**config.mk**
```make
export PLATFORM = sky130hd
export DESIGN_NAME = branch_counter_table
export DESIGN_NICKNAME = d
export VERILOG_FILES = /design/src/rtl/cpu_bp_pkg.sv /design/src/rtl/sat_counter_next.sv /design/src/rtl/branch_counter_table.sv
export SDC_FILE = /design/constraint.sdc
export NUM_CORES = 1
export LEC_CHECK = 0
export ABC_AREA = 1
export CORE_MARGIN = 2
export CORE_UTILIZATION = 61
export DETAILED_ROUTE_END_ITERATION = 8
export PLACE_DENSITY = 0.85
export SLEW_MARGIN = 20
export SYNTH_ARGS = -nofsm -noshare
export SYNTH_HDL_FRONTEND = slang
export SYNTH_HIERARCHICAL = 1
export SYNTH_SLANG_ARGS = --single-unit
```
**constraint.sdc**
```tcl
create_clock -name clk -period 5.6 [get_ports clk]
set_input_delay 0.84 -clock clk [delete_from_list [all_inputs] [get_ports clk]]
set_output_delay 0.84 -clock clk [all_outputs]
set_load 0.03 [all_outputs]
```
**src/rtl/cpu_bp_pkg.sv**
```systemverilog
// Shared branch-predictor definitions: counter constants and direction encoding.
package cpu_bp_pkg;

    typedef enum logic {
        CtrDec = 1'b0,
        CtrInc = 1'b1
    } ctr_dir_e;

    // Weakly not-taken: just below the MSB boundary.
    function automatic int unsigned wnt_val(input int unsigned ctr_w);
        return (32'd1 << (ctr_w - 1)) - 32'd1;
    endfunction

    function automatic int unsigned wt_val(input int unsigned ctr_w);
        return 32'd1 << (ctr_w - 1);
    endfunction

endpackage

```
**src/rtl/sat_counter_next.sv**
```systemverilog
// Next-state of a saturating up/down direction counter; never wraps.
module sat_counter_next
    import cpu_bp_pkg::*;
#(
    parameter int unsigned CTR_W = 2
) (
    input  logic [CTR_W-1:0] ctr,
    input  logic             taken,
    output logic [CTR_W-1:0] ctr_next
);

    localparam logic [CTR_W-1:0] One = CTR_W'(1);

    ctr_dir_e dir;

    assign dir = taken ? CtrInc : CtrDec;

    always_comb begin
        ctr_next = ctr;
        unique case (dir)
            CtrInc: if (ctr != '1) ctr_next = ctr + One;
            CtrDec: if (ctr != '0) ctr_next = ctr - One;
            default: ctr_next = ctr;
        endcase
    end

endmodule

```
**src/rtl/branch_counter_table.sv**
```systemverilog
// Bimodal/gshare direction predictor: flop array of saturating counters plus
// speculative and architectural global history.
module branch_counter_table
    import cpu_bp_pkg::*;
#(
    parameter int unsigned INDEX_W = 4,
    parameter int unsigned CTR_W   = 2,
    parameter int unsigned GHR_W   = 0
) (
    input  logic               clk,
    input  logic               reset,
    input  logic               req_valid,
    input  logic [INDEX_W-1:0] req_pc_index,
    input  logic               req_miss,
    output logic               pred_taken,
    output logic               pred_strong,
    output logic [INDEX_W-1:0] pred_index,
    input  logic               install_en,
    input  logic [INDEX_W-1:0] install_index,
    input  logic               install_hint,
    input  logic               update_en,
    input  logic [INDEX_W-1:0] update_index,
    input  logic               update_taken,
    input  logic               update_mispredict
);

    localparam int unsigned Depth = 2 ** INDEX_W;
    localparam logic [CTR_W-1:0] Wnt = CTR_W'(wnt_val(CTR_W));
    localparam logic [CTR_W-1:0] Wt  = CTR_W'(wt_val(CTR_W));

    logic [CTR_W-1:0] ctr_q [Depth];
    logic [CTR_W-1:0] rd_ctr;
    logic [CTR_W-1:0] upd_next;

    sat_counter_next #(
        .CTR_W (CTR_W)
    ) u_upd_next (
        .ctr      (ctr_q[update_index]),
        .taken    (update_taken),
        .ctr_next (upd_next)
    );

    // Install is written last so it wins on an index collision with update.
    always_ff @(posedge clk) begin
        if (reset) begin
            for (int i = 0; i < Depth; i++) ctr_q[i] <= Wnt;
        end else begin
            if (update_en) ctr_q[update_index] <= upd_next;
            if (install_en) ctr_q[install_index] <= install_hint ? Wt : Wnt;
        end
    end

    assign rd_ctr      = ctr_q[pred_index];
    assign pred_taken  = ~req_miss & rd_ctr[CTR_W-1];
    assign pred_strong = ~req_miss & ((rd_ctr == '0) | (rd_ctr == '1));

    if (GHR_W > 0) begin : g_gshare
        logic [GHR_W-1:0] ghr_spec_q, ghr_spec_d;
        logic [GHR_W-1:0] ghr_arch_q, ghr_arch_d;

        assign pred_index = req_pc_index ^ INDEX_W'(ghr_spec_q);

        always_comb begin
            ghr_arch_d = ghr_arch_q;
            if (update_en) ghr_arch_d = (ghr_arch_q << 1) | GHR_W'(update_taken);
        end

        // Mispredict recovery overrides any same-cycle speculative shift.
        always_comb begin
            ghr_spec_d = ghr_spec_q;
            if (update_en && update_mispredict) begin
                ghr_spec_d = ghr_arch_d;
            end else if (req_valid && !req_miss) begin
                ghr_spec_d = (ghr_spec_q << 1) | GHR_W'(pred_taken);
            end
        end

        always_ff @(posedge clk) begin
            if (reset) begin
                ghr_spec_q <= '0;
                ghr_arch_q <= '0;
            end else begin
                ghr_spec_q <= ghr_spec_d;
                ghr_arch_q <= ghr_arch_d;
            end
        end
    end else begin : g_bimodal
        logic unused_ghr_inputs;

        assign pred_index        = req_pc_index;
        assign unused_ghr_inputs = ^{req_valid, update_mispredict};
    end

endmodule

```
==> out/qor.csv, run 1 <==
stage,metric,value,unit
run_status,outcome,completed,
worst_setup_path,worst r2r src,ctr_q[12][1],
clock_network,Post-CTS Resized,0,
sta,Hold WS,1420,ps
worst_setup_path,CP Cell Sequence,clkdlybuf4s50_1 > inv_2 > nand2_1 > nand2_1 > nand2_1 > nand3_1 > nand3_1 > nand2_1 > nand2_1 > nand2_1 > nor2_1 > clkdlybuf4s50_1,
final_layout,"most common cell after layout, fill and taps aside",nand2_1,
sta,Final setup viols,0,
worst_setup_path,CP max-delay cell,clkdlybuf4s50_1,
placed_design,RePlAce Congestion,0.917,
worst_setup_path,end of the critical path,pred_strong,
final_layout,Biggest register,ctr_q,
sta,Final Slew Violations,0,
sta,Max Clock Freq,0.233,GHz
synthesis,Most used DFF post-synth,edfxtp_1,
synthesis,post-synthesis cell count,343,
clock_network,"Reg clk slew, reported paths",70,ps
global_route,largest net degree at the start of global routing,23,
die,total die area,4570,sq um
placed_design,DP Wirelength,4720,um
worst_setup_path,CP Launch Point,req_pc_index[0],
drt,ANT nets after route,0,
clock_network,post-CTS setup buffers,0,
drt,DRC,0,
placed_design,Cells after DPL,402,
placed_design,Place WS,1380,ps
die,cell row count,23,
drt,vias,2435,
sta,Tightest Pin Transition,809,ps
synthesis,Synthesized Nets,364,
sta,ratio of final minimum period to clock period,76.6,%
drt,Iteration-0 DRC Markers,264,
sta,Slew HR,45.9,%
final_layout,share of post-route cells with drive strength above 1,8.33,%
power_and_ir_drop,pwr dens,205,nW/um^2
global_route,Congestion Overflow GR,0,
clock_network,Max clock buf depth,2,
sta,unrepaired setup endpoints after global routing,false,
die,# IOs,27,
drt,DRT Wirelength,6400,um
worst_setup_path,WP data arrival,3450,ps
drt,WL/cell,15.6,um
die,starting density of the core,62.6,%
min_path,hold path startpoint,reset,
final_layout,"Net count, final",380,
clock_network,Post-CTS Hold Fix Bufs,0,
worst_setup_path,"Top cell by count, worst path",nand2_1,
final_layout,post-route insts no fill,410,
worst_setup_path,Worst R2R Path Depth,8,
clock_network,htree depth,2,
worst_setup_path,critical register-to-register path endpoint,ctr_q[6][0],
clock_network,CTS Sinks,32,
final_layout,most frequent cells in the layout,"73 x nand2_1, 51 x inv_1, 46 x nand3_1",
synthesis,Yosys reg bits,32,
worst_setup_path,Reg2Reg Setup Slack,3360,ps
clock_network,total CTS buffers,5,
min_path,Hold WC Path Type,in2reg,
worst_setup_path,Worst path max stage delay,1000,ps
worst_setup_path,Critical Path Start Type,primary input,
synthesis,Cell variety after synth,27,
worst_setup_path,"Max FO, Critical Path",22,
run,total of max-cap violations,0,
clock_network,TritonCTS clock tree,done,
worst_setup_path,Worst EP required,4760,ps
sta,Final Skew,4.40,ps
sta,"Hold Violations, Final",0,
power_and_ir_drop,maximum vdd drop,0.148,mV
synthesis,Avg Inst Size Synth,7.19,sq um
global_route,initial antenna violation count,0,
power_and_ir_drop,Leak,1.15,nW
global_route,Total GRT Usage,30.8,%
sta,final setup TNS,0,ps
worst_setup_path,CP endpoint kind,output port,
final_layout,biggest regs,ctr_q: 32 flops,
die,area of the core,3940,sq um
worst_setup_path,kind of critical path,in2out,
synthesis,Synth Cell Area,2470,sq um
synthesis,Syn. warnings,6,
clock_network,worst-skew pair later-pin latency,290,ps
clock_network,Root Driver,clkbuf_8,
die,Die Ht,67.6,um
synthesis,post-synthesis sequential area ratio,38.9,%
global_route,vias in the first global route,2131,
drt,TritonRoute pass-1 iters,5,
sta,slack of the critical path,1310,ps
global_route,first-pass GRT wire length,10300,um
synthesis,asr flop ratio synth,0,%
final_layout,Area Overhead vs Synth,12.2,%
final_layout,final design utilization,70.2,%
placed_design,Port Buffers,24,
die,Die W,67.6,um
sta,Tmin final,4290,ps
final_layout,Antenna Cells,0,
drt,Vias/cell,5.94,
final_layout,max reg flops,32,
synthesis,Post-synth EDFFs,32,
per-layer routing:
layer | wire length [um] | GRT usage, % | up-vias
li1 | - | - | 1194
met1 | 2570 | 39.3 | 1113
met2 | 3130 | 52.5 | 117
met3 | 590 | 5.50 | 11
met4 | 110 | 10.5 | 0
met5 | 0 | 0 | -
worst min-delay path by stage:
stage / cells past startpoint / end / slack, ps
5_1_grt: 3 / ctr_q[15][1] / 1460
3_3_place_gp: 8 / ctr_q[10][0] / 1420
2_1_floorplan: 8 / ctr_q[14][0] / 1020
4_1_cts: 3 / ctr_q[15][1] / 1410
3_5_place_dp: 8 / ctr_q[1][0] / 1430
6_report: 3 / ctr_q[15][1] / 1420
area by class of cell:
cell class              count  area, sq um
fillers                   342         1170
repair buffers             24          240
clock buffers               7         76.3
flip-flops and latches     32          961
clock inverters             1         3.75
multi-input cells         236         1200
well taps                  50         62.6
inverters                  60          225
cells in the mapped netlist, types with 5 or more instances:
library cell / count / share of area, %
nand2_1: 73 / 11
inv_1: 51 / 7.8
nand3_1: 46 / 9.3
edfxtp_1: 32 / 39
o21ai_1: 31 / 6.3
nor2_1: 30 / 4.6
inv_2: 9 / 1.4
o211ai_1: 9 / 2.7
a22oi_1: 8 / 2.4
nor2_2: 8 / 2.0
a31o_1: 6 / 2.1
a31oi_1: 6 / 1.5
buf_4: 6 / 1.8
clkbuf_1: 5 / 0.76
o221ai_1: 5 / 1.8
where the power goes:
group	internal, mW	switching (mW)
logic	0.0389	0.0813
clock network	0.0864	0.0849
registers	0.271	0.00423
total	0.397	0.170
critical path, delay by kind of cell:
kind / cells / cell delay (ps)
simple gates: 9 / 680
buf+inv: 3 / 1930
kinds of logic (layout without fill, tap and decap cells):
family	count (synthesis)	count (layout)	share of synthesized area, %
AND/OR/NAND/NOR	169	169	31.3
AO/OA/AOI/OAI	67	67	17.3
buffers and inverters	75	92	12.5
flip-flops	32	32	38.9
per-stage QoR:
step	area, sq um	power (mW)
5_1_grt	2770	0.589
3_5_place_dp	2690	0.399
6_report	2770	0.567
3_3_place_gp	2690	0.396
4_1_cts	2770	0.564
2_1_floorplan	2470	0.359
No activity file was read; power rests on OpenSTA's default activity.
==> inputs of run 2 (changes only) <==
--- a/config.mk
+++ b/config.mk
@@ -7,9 +7,9 @@
 export LEC_CHECK = 0
 export ABC_AREA = 1
 export CORE_MARGIN = 2
-export CORE_UTILIZATION = 61
+export CORE_UTILIZATION = 57
 export DETAILED_ROUTE_END_ITERATION = 8
-export PLACE_DENSITY = 0.85
+export PLACE_DENSITY = 0.8
 export SLEW_MARGIN = 20
 export SYNTH_ARGS = -nofsm -noshare
 export SYNTH_HDL_FRONTEND = slang
==> constraint.sdc (replaced) <==
create_clock -name clk -period 4.5 [get_ports clk]
set_input_delay 0.675 -clock clk [delete_from_list [all_inputs] [get_ports clk]]
set_output_delay 0.675 -clock clk [all_outputs]
set_load 0.03 [all_outputs]
==> out/qor.csv, run 2 (synthesis results as in run 1) <==
stage,metric,value,unit
run_status,outcome,completed,
worst_setup_path,Worst R2R Path Depth,8,
clock_network,"Reg clk slew, reported paths",70,ps
die,Die W,69.8,um
final_layout,post-route insts no fill,411,
sta,Slew HR,55.2,%
drt,WL/cell,15.8,um
placed_design,RePlAce Congestion,0.896,
worst_setup_path,CP endpoint kind,output port,
global_route,first-pass GRT wire length,10500,um
placed_design,Placement Cell Area,2700,sq um
worst_setup_path,CP max-delay cell,clkdlybuf4s50_1,
final_layout,Biggest register,ctr_q,
run,total of max-cap violations,0,
worst_setup_path,Reg2Reg Setup Slack,2280,ps
worst_setup_path,WP data arrival,3100,ps
die,# IOs,27,
sta,Final setup viols,0,
final_layout,most frequent cells in the layout,"73 x nand2_1, 51 x inv_1, 46 x nand3_1",
die,total die area,4870,sq um
worst_setup_path,worst r2r src,ctr_q[4][1],
sta,Hold WS,1250,ps
worst_setup_path,cell count along the critical path,11,
worst_setup_path,Crit path max-delay family,buffers and inverters,
worst_setup_path,buffers and inverters on the worst path,3,
final_layout,share of post-route cells with drive strength above 1,8.86,%
power_and_ir_drop,Leak,1.16,nW
placed_design,Port Buffers,24,
global_route,Congestion Overflow GR,0,
sta,Final Slew Violations,0,
drt,Iteration-0 DRC Markers,256,
final_layout,"most common cell after layout, fill and taps aside",nand2_1,
drt,ANT nets after route,0,
final_layout,"Net count, final",381,
clock_network,htree depth,2,
worst_setup_path,CP Cell Sequence,clkdlybuf4s50_1 > buf_4 > nand2_1 > o211ai_1 > nand3_1 > nand3_1 > nand2_1 > nand2_1 > nand2_1 > nor2_1 > clkdlybuf4s50_1,
global_route,initial antenna violation count,0,
final_layout,Filler cells,373,
sta,Max Clock Freq,0.265,GHz
sta,Tightest Pin Transition,670,ps
die,area of the core,4090,sq um
clock_network,Max clock buf depth,2,
drt,vias,2454,
sta,final setup TNS,0,ps
worst_setup_path,CP Launch Point,req_pc_index[0],
worst_setup_path,Worst EP required,3830,ps
die,starting density of the core,60.4,%
power_and_ir_drop,"Power, Total",0.708,mW
global_route,largest net degree at the start of global routing,18,
final_layout,fin area,2780,sq um
drt,Vias/cell,5.97,
clock_network,CTS Sinks,32,
die,Die Ht,69.8,um
worst_setup_path,"Max FO, Critical Path",17,
clock_network,TritonCTS clock tree,done,
worst_setup_path,end of the critical path,pred_strong,
clock_network,worst-skew pair later-pin latency,290,ps
sta,ratio of final minimum period to clock period,83.9,%
placed_design,Place WS,743,ps
final_layout,Antenna Cells,0,
sta,"Hold Violations, Final",0,
worst_setup_path,"Top cell by count, worst path",nand2_1,
die,cell row count,23,
placed_design,DP Wirelength,4850,um
sta,Tmin final,3770,ps
clock_network,total CTS buffers,5,
final_layout,Reg area,961,sq um
final_layout,Area Overhead vs Synth,12.6,%
min_path,Hold WC Path Type,in2reg,
final_layout,final design utilization,68.0,%
worst_setup_path,Critical Path Start Type,primary input,
power_and_ir_drop,pwr dens,255,nW/um^2
clock_network,Post-CTS Resized,0,
sta,slack of the critical path,727,ps
worst_setup_path,Worst path max stage delay,850,ps
clock_network,Post-CTS Hold Fix Bufs,0,
global_route,vias in the first global route,2298,
sta,unrepaired setup endpoints after global routing,false,
drt,DRC,0,
sta,Final Skew,7.71,ps
clock_network,post-CTS setup buffers,0,
final_layout,max reg flops,32,
clock_network,Root Driver,clkbuf_8,
worst_setup_path,kind of critical path,in2out,
drt,TritonRoute pass-1 iters,5,
final_layout,area occupied by multi-input gates,1200,sq um
drt,DRT Wirelength,6470,um
placed_design,Cells after DPL,403,
worst_setup_path,critical register-to-register path endpoint,ctr_q[14][0],
final_layout,biggest regs,ctr_q: 32 flops,
power_and_ir_drop,maximum vdd drop,0.178,mV
global_route,Total GRT Usage,27.5,%
[run 2: tightest hold or removal path, delay by kind of cell]
| family | cells | cell delay [ps] |
|---|---|---|
| simple gates | 2 | 170 |
| buf+inv | 1 | 570 |
[run 2: layer usage]
layer | up-vias | track usage [%] | part of all wire (%)
met5 | - | 0 | 0
met4 | 0 | 9.83 | 1.9
met3 | 13 | 4.07 | 9.9
met2 | 133 | 46.0 | 48
met1 | 1113 | 36.3 | 41
li1 | 1195 | - | -
[run 2: area by class of cell]
class                   count  share of cell area [%]
clock buffers               6                    2.61
clock inverters             2                   0.405
inverters                  60                    8.10
multi-input cells         236                    43.1
flip-flops and latches     32                    34.6
well taps                  50                    2.25
repair buffers             25                    8.91
[run 2: how the worst min path moves through the flow]
stage,to,cells after the start,from
after floorplan,ctr_q[0][0],2,reset
after global placement,ctr_q[3][0],8,ctr_q[14][1]
after detailed placement,ctr_q[12][0],8,ctr_q[14][1]
after CTS,ctr_q[15][1],3,reset
after global routing,ctr_q[15][1],3,reset
final,ctr_q[15][1],3,reset
[run 2: power breakdown]
part	total (mW)	leakage, nW	switching, mW	internal (mW)
Clock	0.214	0.0388	0.107	0.107
Sequential	0.343	0.285	0.00511	0.338
Combinational	0.151	0.835	0.102	0.0490
Total	0.708	1.16	0.214	0.494
==> inputs of run 3 (changes only) <==
==> constraint.sdc (replaced) <==
create_clock -name clk -period 3.64 [get_ports clk]
set_input_delay 0.546 -clock clk [delete_from_list [all_inputs] [get_ports clk]]
set_output_delay 0.546 -clock clk [all_outputs]
set_load 0.03 [all_outputs]
==> out/qor.csv, run 3 (synthesis results as in run 1) <==
stage,metric,value,unit
run_status,outcome,completed,
drt,TritonRoute pass-1 iters,5,
worst_setup_path,CP Cell Sequence,clkdlybuf4s50_1 > inv_2 > o211ai_1 > nand3_1 > nand3_1 > nand2_1 > nand2_1 > nand2_1 > nor2_1 > clkdlybuf4s50_1,
worst_setup_path,"Max FO, Critical Path",10,
drt,DRT Wirelength,6410,um
clock_network,total CTS buffers,5,
final_layout,Antenna Cells,0,
sta,final setup TNS,0,ps
final_layout,most frequent cells in the layout,"73 x nand2_1, 51 x inv_1, 46 x nand3_1",
drt,Iteration-0 DRC Markers,355,
final_layout,biggest regs,ctr_q: 32 flops,
final_layout,Biggest register,ctr_q,
power_and_ir_drop,pwr dens,315,nW/um^2
die,area of the core,4090,sq um
clock_network,post-CTS setup buffers,0,
die,starting density of the core,60.4,%
global_route,initial antenna violation count,0,
clock_network,Post-CTS Resized,0,
global_route,Total GRT Usage,28.5,%
die,cell row count,23,
clock_network,Max clock buf depth,2,
sta,Hold WS,1120,ps
clock_network,"Reg clk slew, reported paths",70,ps
worst_setup_path,WP data arrival,2690,ps
sta,ratio of final minimum period to clock period,89.0,%
global_route,first-pass GRT wire length,11000,um
clock_network,Root Driver,clkbuf_8,
final_layout,share of post-route cells with drive strength above 1,9.39,%
worst_setup_path,CP endpoint kind,output port,
final_layout,Area Overhead vs Synth,12.9,%
power_and_ir_drop,Leak,1.17,nW
worst_setup_path,CP max-delay cell,clkdlybuf4s50_1,
drt,WL/cell,15.6,um
final_layout,final design utilization,68.2,%
sta,Final Slew Violations,0,
drt,ANT nets after route,0,
final_layout,post-route insts no fill,412,
placed_design,RePlAce Congestion,0.912,
placed_design,DP Wirelength,4790,um
drt,DRC,0,
drt,Vias/cell,5.84,
min_path,Hold WC Path Type,in2reg,
clock_network,worst-skew pair later-pin latency,290,ps
sta,Final setup viols,0,
worst_setup_path,Worst EP required,3090,ps
die,Die W,69.8,um
global_route,largest net degree at the start of global routing,21,
worst_setup_path,kind of critical path,in2out,
worst_setup_path,"Top cell by count, worst path",nand2_1,
worst_setup_path,buffers and inverters on the worst path,3,
placed_design,Port Buffers,24,
global_route,Congestion Overflow GR,0,
sta,Tightest Pin Transition,621,ps
worst_setup_path,Worst path max stage delay,730,ps
worst_setup_path,Critical Path Start Type,primary input,
placed_design,Cells after DPL,404,
sta,"Hold Violations, Final",0,
die,Die Ht,69.8,um
global_route,vias in the first global route,2253,
sta,Final Skew,4.26,ps
final_layout,"Net count, final",382,
sta,Tmin final,3240,ps
final_layout,"most common cell after layout, fill and taps aside",nand2_1,
clock_network,CTS Sinks,32,
die,# IOs,27,
die,total die area,4870,sq um
power_and_ir_drop,maximum vdd drop,0.227,mV
sta,Max Clock Freq,0.309,GHz
worst_setup_path,Crit path max-delay family,buffers and inverters,
clock_network,TritonCTS clock tree,done,
run,total of max-cap violations,0,
clock_network,htree depth,2,
clock_network,Post-CTS Hold Fix Bufs,0,
sta,Slew HR,58.5,%
sta,unrepaired setup endpoints after global routing,false,
final_layout,max reg flops,32,
drt,vias,2406,
[run 3: through the flow]
stage	setup slack [ps]	total power, mW	area, sq um
finish	399	0.879	2790
global route	191	0.913	2790
floorplan	1450	0.552	2470
CTS	414	0.874	2790
detailed placement	428	0.617	2700
global placement	410	0.615	2700
[run 3: final timing paths]
path | slack (ps) | cells after the start | startpoint | end
setup / recovery | 400 | 10 | req_pc_index[1] | pred_strong
hold / removal | 1120 | 3 | reset | ctr_q[0][0]
setup reg to reg | 1490 | 8 | ctr_q[4][1] | ctr_q[10][1]
hold reg to reg | 1280 | 8 | ctr_q[14][1] | ctr_q[7][0]
[run 3: power breakdown]
group	switching, mW	internal, mW
sequential	0.00667	0.417
clock	0.136	0.130
combinational	0.126	0.0629
[run 3: final cells by class]
class / count / area [sq um]
clock inverter: 3 / 13.8
multi-input combinational: 236 / 1200
fill: 370 / 1300
inverter: 60 / 225
sequential: 32 / 961
clock buffer: 5 / 68.8
tap: 50 / 62.6
timing repair buffer: 26 / 255
[run 3: layer usage]
metal,wire length (um),GRT usage [%],vias up
met3,611,4.22,12
met5,0,0,-
li1,-,-,1190
met2,3020,45.7,144
met1,2700,40.1,1060
met4,78,8.12,0
[run 3: worst register-to-register path: cells and delay by family, from the launching register on]
kind,cells,cell delay (ps)
simple gates,4,870
flops,1,410
compound gates,4,620
